**src/rtl/controle_acesso_pkg.sv**
```systemverilog
// Shared definitions for the safe access sequencer: FSM state codes and
// small decode helpers used by the top level.
package controle_acesso_pkg;

    localparam int ST_W = 3;

    localparam logic [ST_W-1:0] ST_IDLE    = 3'd0;
    localparam logic [ST_W-1:0] ST_ENTRY   = 3'd1;
    localparam logic [ST_W-1:0] ST_CHECK   = 3'd2;
    localparam logic [ST_W-1:0] ST_OPEN    = 3'd3;
    localparam logic [ST_W-1:0] ST_LOCKOUT = 3'd4;
    localparam logic [ST_W-1:0] ST_PROGRAM = 3'd5;

    // The bolt stays retracted both in OPEN and while a new password is keyed in
    function automatic logic lock_released(input logic [ST_W-1:0] st);
        return (st == ST_OPEN) || (st == ST_PROGRAM);
    endfunction

endpackage

```
**src/rtl/controle_acesso_sec_timer.sv**
```systemverilog
// One-second prescaler feeding an 8-bit seconds down counter. A load restarts
// the prescaler so the first second after a load is always a full one.
module controle_acesso_sec_timer #(
    parameter int TICK_DIV = 50000000
) (
    input  logic       clk,
    input  logic       reset,
    input  logic       load,
    input  logic [7:0] load_val,
    input  logic       run,
    output logic       tick,
    output logic [7:0] sec_left,
    output logic       zero
);

    localparam int            PW       = (TICK_DIV > 1) ? $clog2(TICK_DIV) : 1;
    localparam logic [PW-1:0] PRE_LAST = PW'(TICK_DIV - 1);

    logic [PW-1:0] pre_r;
    logic [7:0]    sec_r;

    assign tick     = run && !load && (pre_r == PRE_LAST);
    assign sec_left = sec_r;
    assign zero     = (sec_r == 8'd0);

    // Prescaler and seconds counter; load beats run
    always_ff @(posedge clk) begin
        if (reset) begin
            pre_r <= '0;
            sec_r <= 8'd0;
        end else if (load) begin
            pre_r <= '0;
            sec_r <= load_val;
        end else if (run) begin
            if (pre_r == PRE_LAST) begin
                pre_r <= '0;
                if (sec_r != 8'd0) begin
                    sec_r <= sec_r - 8'd1;
                end
            end else begin
                pre_r <= pre_r + PW'(1);
            end
        end
    end

endmodule

```
**src/rtl/controle_acesso.sv**
```systemverilog
// Safe access sequencer: collects a keyed code, checks it against the stored
// password, drives unlock/relock, wrong-try lockout and password reprogramming.
module controle_acesso
    import controle_acesso_pkg::*;
#(
    parameter int                    DIGITS       = 4,
    parameter logic [DIGITS*4-1:0]   DEFAULT_CODE = 16'h1234,
    parameter int                    MAX_TRIES    = 3,
    parameter int                    TICK_DIV     = 50000000,
    parameter int                    LOCK_SEC     = 30,
    parameter int                    RELOCK_SEC   = 10
) (
    input  logic            clk,
    input  logic            reset,
    input  logic [3:0]      digit,
    input  logic            enter,
    input  logic            clear,
    input  logic            door_closed,
    input  logic            prog_en,
    input  logic            emerg,
    output logic            unlock,
    output logic            locked_out,
    output logic            err,
    output logic            prog_done,
    output logic [2:0]      tries_left,
    output logic [3:0]      n_digits,
    output logic [7:0]      sec_left,
    output logic [ST_W-1:0] state
);

    localparam int         CW        = DIGITS * 4;
    localparam logic [3:0] DIG_LAST  = 4'(DIGITS);
    localparam logic [2:0] TRIES_MAX = 3'(MAX_TRIES);
    localparam logic [7:0] LOCK_V    = 8'(LOCK_SEC);
    localparam logic [7:0] RELOCK_V  = 8'(RELOCK_SEC);

    logic [ST_W-1:0] state_r, state_nx;
    logic [CW-1:0]   buf_r, buf_nx;
    logic [CW-1:0]   code_r, code_nx;
    logic [3:0]      n_r, n_nx;
    logic [2:0]      tries_r, tries_nx;
    logic            unlock_r, locked_out_r, err_r, prog_done_r;
    logic            err_nx, prog_done_nx;

    logic [CW-1:0]   shifted_s;
    logic [3:0]      n_inc_s;
    logic            last_dig_s;
    logic            tmr_load_s, tmr_run_s, tmr_tick_s, tmr_zero_s;
    logic [7:0]      tmr_val_s, tmr_sec_s;

    // New digit lands in the LSBs so the first digit ends up in the MSBs
    assign shifted_s  = (buf_r << 4) | CW'(digit);
    assign n_inc_s    = n_r + 4'd1;
    assign last_dig_s = (n_inc_s == DIG_LAST);

    controle_acesso_sec_timer #(
        .TICK_DIV (TICK_DIV)
    ) u_sec_timer (
        .clk      (clk),
        .reset    (reset),
        .load     (tmr_load_s),
        .load_val (tmr_val_s),
        .run      (tmr_run_s),
        .tick     (tmr_tick_s),
        .sec_left (tmr_sec_s),
        .zero     (tmr_zero_s)
    );

    // Next-state, datapath and timer control; emergency overrides everything
    always_comb begin
        state_nx     = state_r;
        buf_nx       = buf_r;
        code_nx      = code_r;
        n_nx         = n_r;
        tries_nx     = tries_r;
        err_nx       = 1'b0;
        prog_done_nx = 1'b0;
        tmr_load_s   = 1'b0;
        tmr_val_s    = RELOCK_V;
        tmr_run_s    = 1'b0;
        if (emerg) begin
            state_nx   = ST_OPEN;
            buf_nx     = '0;
            n_nx       = 4'd0;
            tries_nx   = TRIES_MAX;
            tmr_load_s = 1'b1;
        end else begin
            case (state_r)
                ST_IDLE, ST_ENTRY: begin
                    if (clear) begin
                        buf_nx   = '0;
                        n_nx     = 4'd0;
                        state_nx = ST_IDLE;
                    end else if (enter) begin
                        buf_nx   = shifted_s;
                        n_nx     = n_inc_s;
                        state_nx = last_dig_s ? ST_CHECK : ST_ENTRY;
                    end else begin
                        state_nx = state_r;
                    end
                end
                ST_CHECK: begin
                    buf_nx = '0;
                    n_nx   = 4'd0;
                    if (buf_r == code_r) begin
                        state_nx   = ST_OPEN;
                        tries_nx   = TRIES_MAX;
                        tmr_load_s = 1'b1;
                    end else if (tries_r <= 3'd1) begin
                        err_nx     = 1'b1;
                        tries_nx   = 3'd0;
                        state_nx   = ST_LOCKOUT;
                        tmr_load_s = 1'b1;
                        tmr_val_s  = LOCK_V;
                    end else begin
                        err_nx   = 1'b1;
                        tries_nx = tries_r - 3'd1;
                        state_nx = ST_IDLE;
                    end
                end
                ST_OPEN: begin
                    if (prog_en && enter) begin
                        if (last_dig_s) begin
                            code_nx      = shifted_s;
                            prog_done_nx = 1'b1;
                            tmr_load_s   = 1'b1;
                        end else begin
                            buf_nx   = shifted_s;
                            n_nx     = n_inc_s;
                            state_nx = ST_PROGRAM;
                        end
                    end else if (!door_closed) begin
                        tmr_load_s = 1'b1;
                    end else begin
                        tmr_run_s = 1'b1;
                        if (tmr_zero_s || (tmr_tick_s && (tmr_sec_s == 8'd1))) begin
                            state_nx = ST_IDLE;
                        end else begin
                            state_nx = ST_OPEN;
                        end
                    end
                end
                ST_PROGRAM: begin
                    if (clear || !prog_en) begin
                        buf_nx     = '0;
                        n_nx       = 4'd0;
                        state_nx   = ST_OPEN;
                        tmr_load_s = 1'b1;
                    end else if (enter) begin
                        if (last_dig_s) begin
                            code_nx      = shifted_s;
                            prog_done_nx = 1'b1;
                            buf_nx       = '0;
                            n_nx         = 4'd0;
                            state_nx     = ST_OPEN;
                            tmr_load_s   = 1'b1;
                        end else begin
                            buf_nx = shifted_s;
                            n_nx   = n_inc_s;
                        end
                    end else begin
                        state_nx = state_r;
                    end
                end
                ST_LOCKOUT: begin
                    tmr_run_s = 1'b1;
                    if (tmr_zero_s || (tmr_tick_s && (tmr_sec_s == 8'd1))) begin
                        state_nx = ST_IDLE;
                        tries_nx = TRIES_MAX;
                    end else begin
                        state_nx = ST_LOCKOUT;
                    end
                end
                default: begin
                    state_nx = ST_IDLE;
                    buf_nx   = '0;
                    n_nx     = 4'd0;
                end
            endcase
        end
    end

    // State, buffer, password and registered outputs
    always_ff @(posedge clk) begin
        if (reset) begin
            state_r      <= ST_IDLE;
            buf_r        <= '0;
            code_r       <= DEFAULT_CODE;
            n_r          <= 4'd0;
            tries_r      <= TRIES_MAX;
            unlock_r     <= 1'b0;
            locked_out_r <= 1'b0;
            err_r        <= 1'b0;
            prog_done_r  <= 1'b0;
        end else begin
            state_r      <= state_nx;
            buf_r        <= buf_nx;
            code_r       <= code_nx;
            n_r          <= n_nx;
            tries_r      <= tries_nx;
            unlock_r     <= lock_released(state_nx);
            locked_out_r <= (state_nx == ST_LOCKOUT);
            err_r        <= err_nx;
            prog_done_r  <= prog_done_nx;
        end
    end

    assign unlock     = unlock_r;
    assign locked_out = locked_out_r;
    assign err        = err_r;
    assign prog_done  = prog_done_r;
    assign tries_left = tries_r;
    assign n_digits   = n_r;
    assign sec_left   = tmr_sec_s;
    assign state      = state_r;

endmodule

```
**config.mk**
```make
export PLATFORM = sky130hd
export DESIGN_NAME = controle_acesso
export DESIGN_NICKNAME = d
export VERILOG_FILES = /design/src/rtl/controle_acesso_pkg.sv /design/src/rtl/controle_acesso_sec_timer.sv /design/src/rtl/controle_acesso.sv
export SDC_FILE = /design/constraint.sdc
export NUM_CORES = 1
export LEC_CHECK = 0
export CORE_MARGIN = 2
export CORE_UTILIZATION = 60
export DETAILED_ROUTE_END_ITERATION = 7
export PLACE_DENSITY_LB_ADDON = 0.15
export SETUP_SLACK_MARGIN = 0.05
export SKIP_CTS_REPAIR_TIMING = 1
export SYNTH_ARGS = -nofsm -noshare
export SYNTH_HDL_FRONTEND = slang
export SYNTH_HIERARCHICAL = 1
export SYNTH_SLANG_ARGS = --single-unit
```
**constraint.sdc**
```tcl
create_clock -name clk -period 7.1 [get_ports clk]
set_input_delay 1.775 -clock clk [delete_from_list [all_inputs] [get_ports clk]]
set_output_delay 1.775 -clock clk [all_outputs]
set_load 0.005 [all_outputs]
```
---- Word-level counts from Yosys, hierarchy flattened ----
Cells that the tools add are included.
cells by class
  $lt $le $gt $ge ......................... 1
  add/sub/neg operators ................... 4
  mux-type cells .......................... 66
  equality and inequality tests ........... 19
  bitwise logic cells ..................... 4
  reduce and logical (&&, ||, !) cells .... 25
operators with widths
  operator                 count
  $mux W16                 11
  $pmux W16 S4             1
  $mux W3                  15
  $mux W8                  4
  $pmux W16 S2             1
  $mux W4                  7
  $add A26 B1 Y26 const B  1
  $eq A26 B26 Y1 const B   1
  $mux W26                 1
  $mux W5                  4
  $eq A16 B16 Y1           1
  $or A16 B4 Y16           1
  $pmux W4 S4              1
  $pmux W3 S5              1
  $mux W1                  14
  $eq A3 B3 Y1 const B     4
  $ne A2 B2 Y1 const B     5
  $reduce_and A5 Y1        2
  $reduce_bool A2 Y1       5
  $eq A3 B2 Y1 const B     3
  $eq A8 B1 Y1 const B     1
  $logic_not A8 Y1         1
  $reduce_bool A8 Y1       1
  $sub A8 B1 Y8 const B    1
  19 further kinds         32
storage, ports and cells
  logic and storage cells ................. 130
  register bits after elaboration ......... 80
  input bits .............................. 11
  output and inout bits ................... 22

---- Depth between registers and ports, before layout ----
  depth after elaboration ................. 19
  mapped depth ............................ 16
  gate-level depth less buffers ........... 14

---- Modules after synthesis ----
Netlist, hierarchy kept.
modules (own cells, without submodules)
  module                     cells each  times used  area each (µm²)  sequential area each (µm²)
  controle_acesso            243         1           2278.4           920.9
  controle_acesso_sec_timer  208         1           1735.4           680.7

---- Worst setup path after synthesis ----
No wires, ideal clock.
  kind .................................... input -> register
  from .................................... input port enter
  to ...................................... register tries_r[2] (netlist: tries_left[2])
  library setup time ...................... 0.074 ns
  buffers on the path ..................... 2
  required time ........................... 7.026 ns
  slack ................................... 2.478 ns
  cell stages on the path ................. 15
  arrival ................................. 4.548 ns
  cell sequence ........................... nand2_1 > nand3_1 > a21oi_1 > buf_2 > nand3_1 > or4_4 > or2_1 > clkbuf_2 > nor2_1 > nor4b_4 > a31oi_2 > o21ai_2 > nand2_2 > or4_1 > a31oi_1
between the ends
  elaborated cells on any way between the ends .. 16
  those cells by class .................... eq/ne: 1; mux: 8; reduce/logical: 7
RTL lines
  item                                RTL line                         source
  start: declaration                  controle_acesso.sv:16            input logic enter,
  $logic_and A1 B1 Y1                 controle_acesso.sv:122           if (prog_en && enter) begin
  $mux W1                             controle_acesso.sv:122
  $pmux W1 S2                         controle_acesso.sv:88            case (state_r)
  $mux W1                             controle_acesso.sv:81            if (emerg) begin
  named net tmr_run_s                 controle_acesso.sv:48            logic tmr_load_s, tmr_run_s, tmr_tick_s, tmr_zero_s;
  $logic_and A1 B1 Y1 (2 in series)   controle_acesso_sec_timer.sv:22  assign tick = run && !load && (pre_r == PRE_LAST);
  named net tmr_tick_s                controle_acesso.sv:48
  $logic_and A1 B1 Y1                 controle_acesso.sv:167           if (tmr_zero_s || (tmr_tick_s && (tmr_sec_s == 8'd1))) begin
  $logic_or A1 B1 Y1                  controle_acesso.sv:167
  $ne A2 B2 Y1 (no source line)       -
  $reduce_and A2 Y1 (no source line)  -
  end signal: assignment              controle_acesso.sv:200           tries_r <= tries_nx;
  end: declaration                    controle_acesso.sv:41            logic [2:0] tries_r, tries_nx;
The timed path passes the listed nets, and every way through them passes these cells.
A chain may end at the register's enable or synchronous reset.

---- Final worst setup path ----
  from .................................... input port prog_en
  to ...................................... register tries_r[2] (netlist: tries_left[2])
between the ends
  elaborated cells on any way between the ends .. 17
  those cells by class .................... eq/ne: 1; mux: 7; reduce/logical: 9
RTL lines
  item                                RTL line                         source
  start: declaration                  controle_acesso.sv:19            input logic prog_en,
  $logic_and A1 B1 Y1                 controle_acesso.sv:122
  $mux W1                             controle_acesso.sv:122
  $pmux W1 S2                         controle_acesso.sv:88
  $mux W1                             controle_acesso.sv:81
  named net tmr_run_s                 controle_acesso.sv:48
  $logic_and A1 B1 Y1 (2 in series)   controle_acesso_sec_timer.sv:22
  named net tmr_tick_s                controle_acesso.sv:48
  $logic_and A1 B1 Y1                 controle_acesso.sv:167
  $logic_or A1 B1 Y1                  controle_acesso.sv:167
  $ne A2 B2 Y1 (no source line)       -
  $reduce_and A2 Y1 (no source line)  -
The timed path passes the listed nets, and every way through them passes these cells.

==> metrics.cfg <==
[run_status]
outcome=finished, violations left
violations=design-rule violations

[clocking]
clock-root-buffer=clkbuf_8
clk-insertion-delay-late_ns=0.35
htree_num_levels=3
clockBufferDepth=2
cts_tree=yes
cts-buffers-inserted=9
cts_sinks=80
path_clk_slew_ns=0.09

[logic_synthesis]
yosys_most_used_dff=dfxtp_1
yosys.area_share.adder=0.0156
synth_edf_count=0
synthMuxAreaShare=0.0352
synth-seq-cells=80
synth_xor_area_frac=0.0960
synth-compound-area-share=0.143
synth-simple-area-share=0.263
synth_warnings=6
synth-seq-area-share=0.399
netlist_area_mm2=0.00401
syn_inst=451
synth_top_family_by_area=simple AND/OR/NAND/NOR gates
synth.distinct_cells=73
async_reset_ff_frac=0
avgSynthCellArea_um2=8.90

[cells_and_area]
drive_above_1_share=0.0844
antennaDiodeCount=0
fin_nets=497
syn_to_final_growth_pct=13.1
fill_cells=517

[setup_path]
worstRegToRegCells=14
r2r_start=state[1]
path_class=in2reg
required_ns=7.39
crit_fanout=7
startpoint_type=input port
regToRegSetupSlack_ns=2.74
rr_endpoint=tries_left[2]
crit_arrival_ns=5.77
cp-startpoint=prog_en
worstSetupEndpoint=tries_left[2]
cp-end-kind=register

[route]
drt.antenna.violating_nets=0
routedWlPerCell_um=14.9
firstDrtPassIters=7
via_per_inst=6.00
drt-total-wl_um=8400
drcViolationCount=4
drtIter0Drc=195
via_count=3380

[sta]
finClkSkew_ns=0.0109
final.min_clock_period_ns=5.48
grt_setup_unrepaired=no
clock.fmax_ghz=0.182
setup_tns_ns=0
slew_headroom=0.261
setup_viol=0
finalHoldViolCount=0
holdWs_ns=0.501
tightest_slew_ns=1.11
drv_slew=0
timing.final.crit_share=0.772

[die]
coreArea_mm2=0.00642
die_w_um=85.8
start_util=0.625
fp.dieH_um=85.8
fp-row-count=29
die-area_mm2=0.00736
io_pins=33

[place]
port_buffers=32
gp_congestion=0.910
dp_hpwl_um=5780

[global_route]
track_usage=0.242
grt_pass1_wl_um=14400
grt_pass1_vias=3192
antenna_found_initial=0
grt_max_degree=34
grt_overflow_total=0

[pwr]
peakVddDrop_v=0.000162
powerDensity_mw_per_mm2=194
leakage_nw=1.63

[min_path]
hold_class=reg2reg

[flow_run]
maxCapViolations=0

worst min path at each step:
stage                     cells after the start  startpoint        end  slack, ns
after floorplan                               1   buf_r[12]  buf_r[12]       0.46
after global placement                        1   buf_r[15]  buf_r[15]       0.48
after detailed placement                      1   buf_r[15]  buf_r[15]       0.48
after CTS                                     1   buf_r[15]  buf_r[15]       0.51
after global routing                          1   buf_r[15]  buf_r[15]       0.53
final                                         1   buf_r[15]  buf_r[15]       0.50
layer usage:
layer	part of all wire	global-route usage	up-vias
met5	0	0	-
met2	0.47	0.388	104
li1	-	-	1665
met1	0.46	0.316	1590
met4	0.027	0.123	0
met3	0.047	0.0404	21
worst max-delay path: stages:
cell,delay [ns]
clkdlybuf4s50_1,0.51
nand2_1,0.20
nand3_1,0.10
a21oi_1,0.51
nand3_1,0.32
or4_4,0.59
or2_1,0.32
nor2_1,0.13
nor4b_4,0.22
a31oi_2,0.18
o21ai_2,0.18
nand2_2,0.09
or4_1,0.50
a31oi_1,0.13
cells by family after synthesis:
family / after synthesis
AOI/OAI and AO/OA: 73
xor gates and xnor gates: 44
adders and majority gates: 5
buffers and inverters: 35
DFF: 80
muxes: 14
other: 2
and+or+nand+nor: 198
per-stage QoR:
stage | cell area [µm²] | std cells | total power [mW] | worst slack, ns | util
after floorplan | 4030 | 455 | 0.519 | 2.48 | -
after global placement | 4340 | 547 | 0.544 | 1.52 | 0.675
after detailed placement | 4340 | 547 | 0.545 | 1.38 | 0.675
after CTS | 4540 | 563 | 0.885 | 1.73 | 0.707
after global routing | 4540 | 563 | 0.915 | 1.38 | 0.707
final | 4540 | 563 | 0.879 | 1.62 | 0.707
layout make-up:
cell class | instances | area [µm²] | share of cell area
multi-input cells | 340 | 2240 | 0.495
well taps | 77 | 96.3 | 0.0212
repair buffers | 33 | 328 | 0.0722
flip-flops and latches | 80 | 1600 | 0.353
clock buffers | 9 | 124 | 0.0273
clock inverters | 7 | 77.6 | 0.0171
inverters | 17 | 66.3 | 0.0146
state kept, by name, indices dropped and copies added, names as in the netlist:
name                  flops
buf_r                    16
code_r                   16
err                       1
locked_out                1
n_digits                  4
prog_done                 1
state                     3
tries_left                3
u_sec_timer/pre_r        26
u_sec_timer/sec_left      8
unlock                    1
synth_stat cells, types with 5 or more instances:
cell type / n / area [µm²]
ha_1: 5 / 62.6
mux2i_1: 13 / 130
nor2b_1: 5 / 31.3
a21oi_1: 13 / 65.1
o21ai_0: 7 / 35.0
a22o_1: 17 / 149
a211o_1: 5 / 43.8
dfxtp_1: 80 / 1600
nand2b_1: 5 / 31.3
inv_1: 14 / 52.6
nor2_1: 64 / 240
nor4_1: 17 / 106
nand4_1: 15 / 93.8
nand2_1: 32 / 120
clkbuf_1: 5 / 18.8
xor2_1: 28 / 245
nor3_1: 10 / 50.1
xnor2_1: 16 / 140
nand3_1: 10 / 50.1
power breakdown:
part           internal, mW  switching (mW)  total, mW
combinational        0.0320          0.0391     0.0712
sequential            0.454          0.0103      0.465
clock                 0.167           0.177      0.343
cell usage in the layout (no fill, tap or decap), drive strengths merged, types with 5 or more instances in the layout:
cell / instances
nand3: 10
clkbuf: 9
nand2b: 5
nand2: 33
or4: 5
xor2: 28
conb: 6
a22o: 17
inv: 20
a211o: 5
clkdlybuf4s50: 32
nor3: 10
nand4: 16
nor4: 17
dfxtp: 80
a21oi: 13
mux2i: 13
nor2b: 5
o21ai: 10
xnor2: 16
nor2: 67
ha: 5
(Power assumes the default switching activity.)
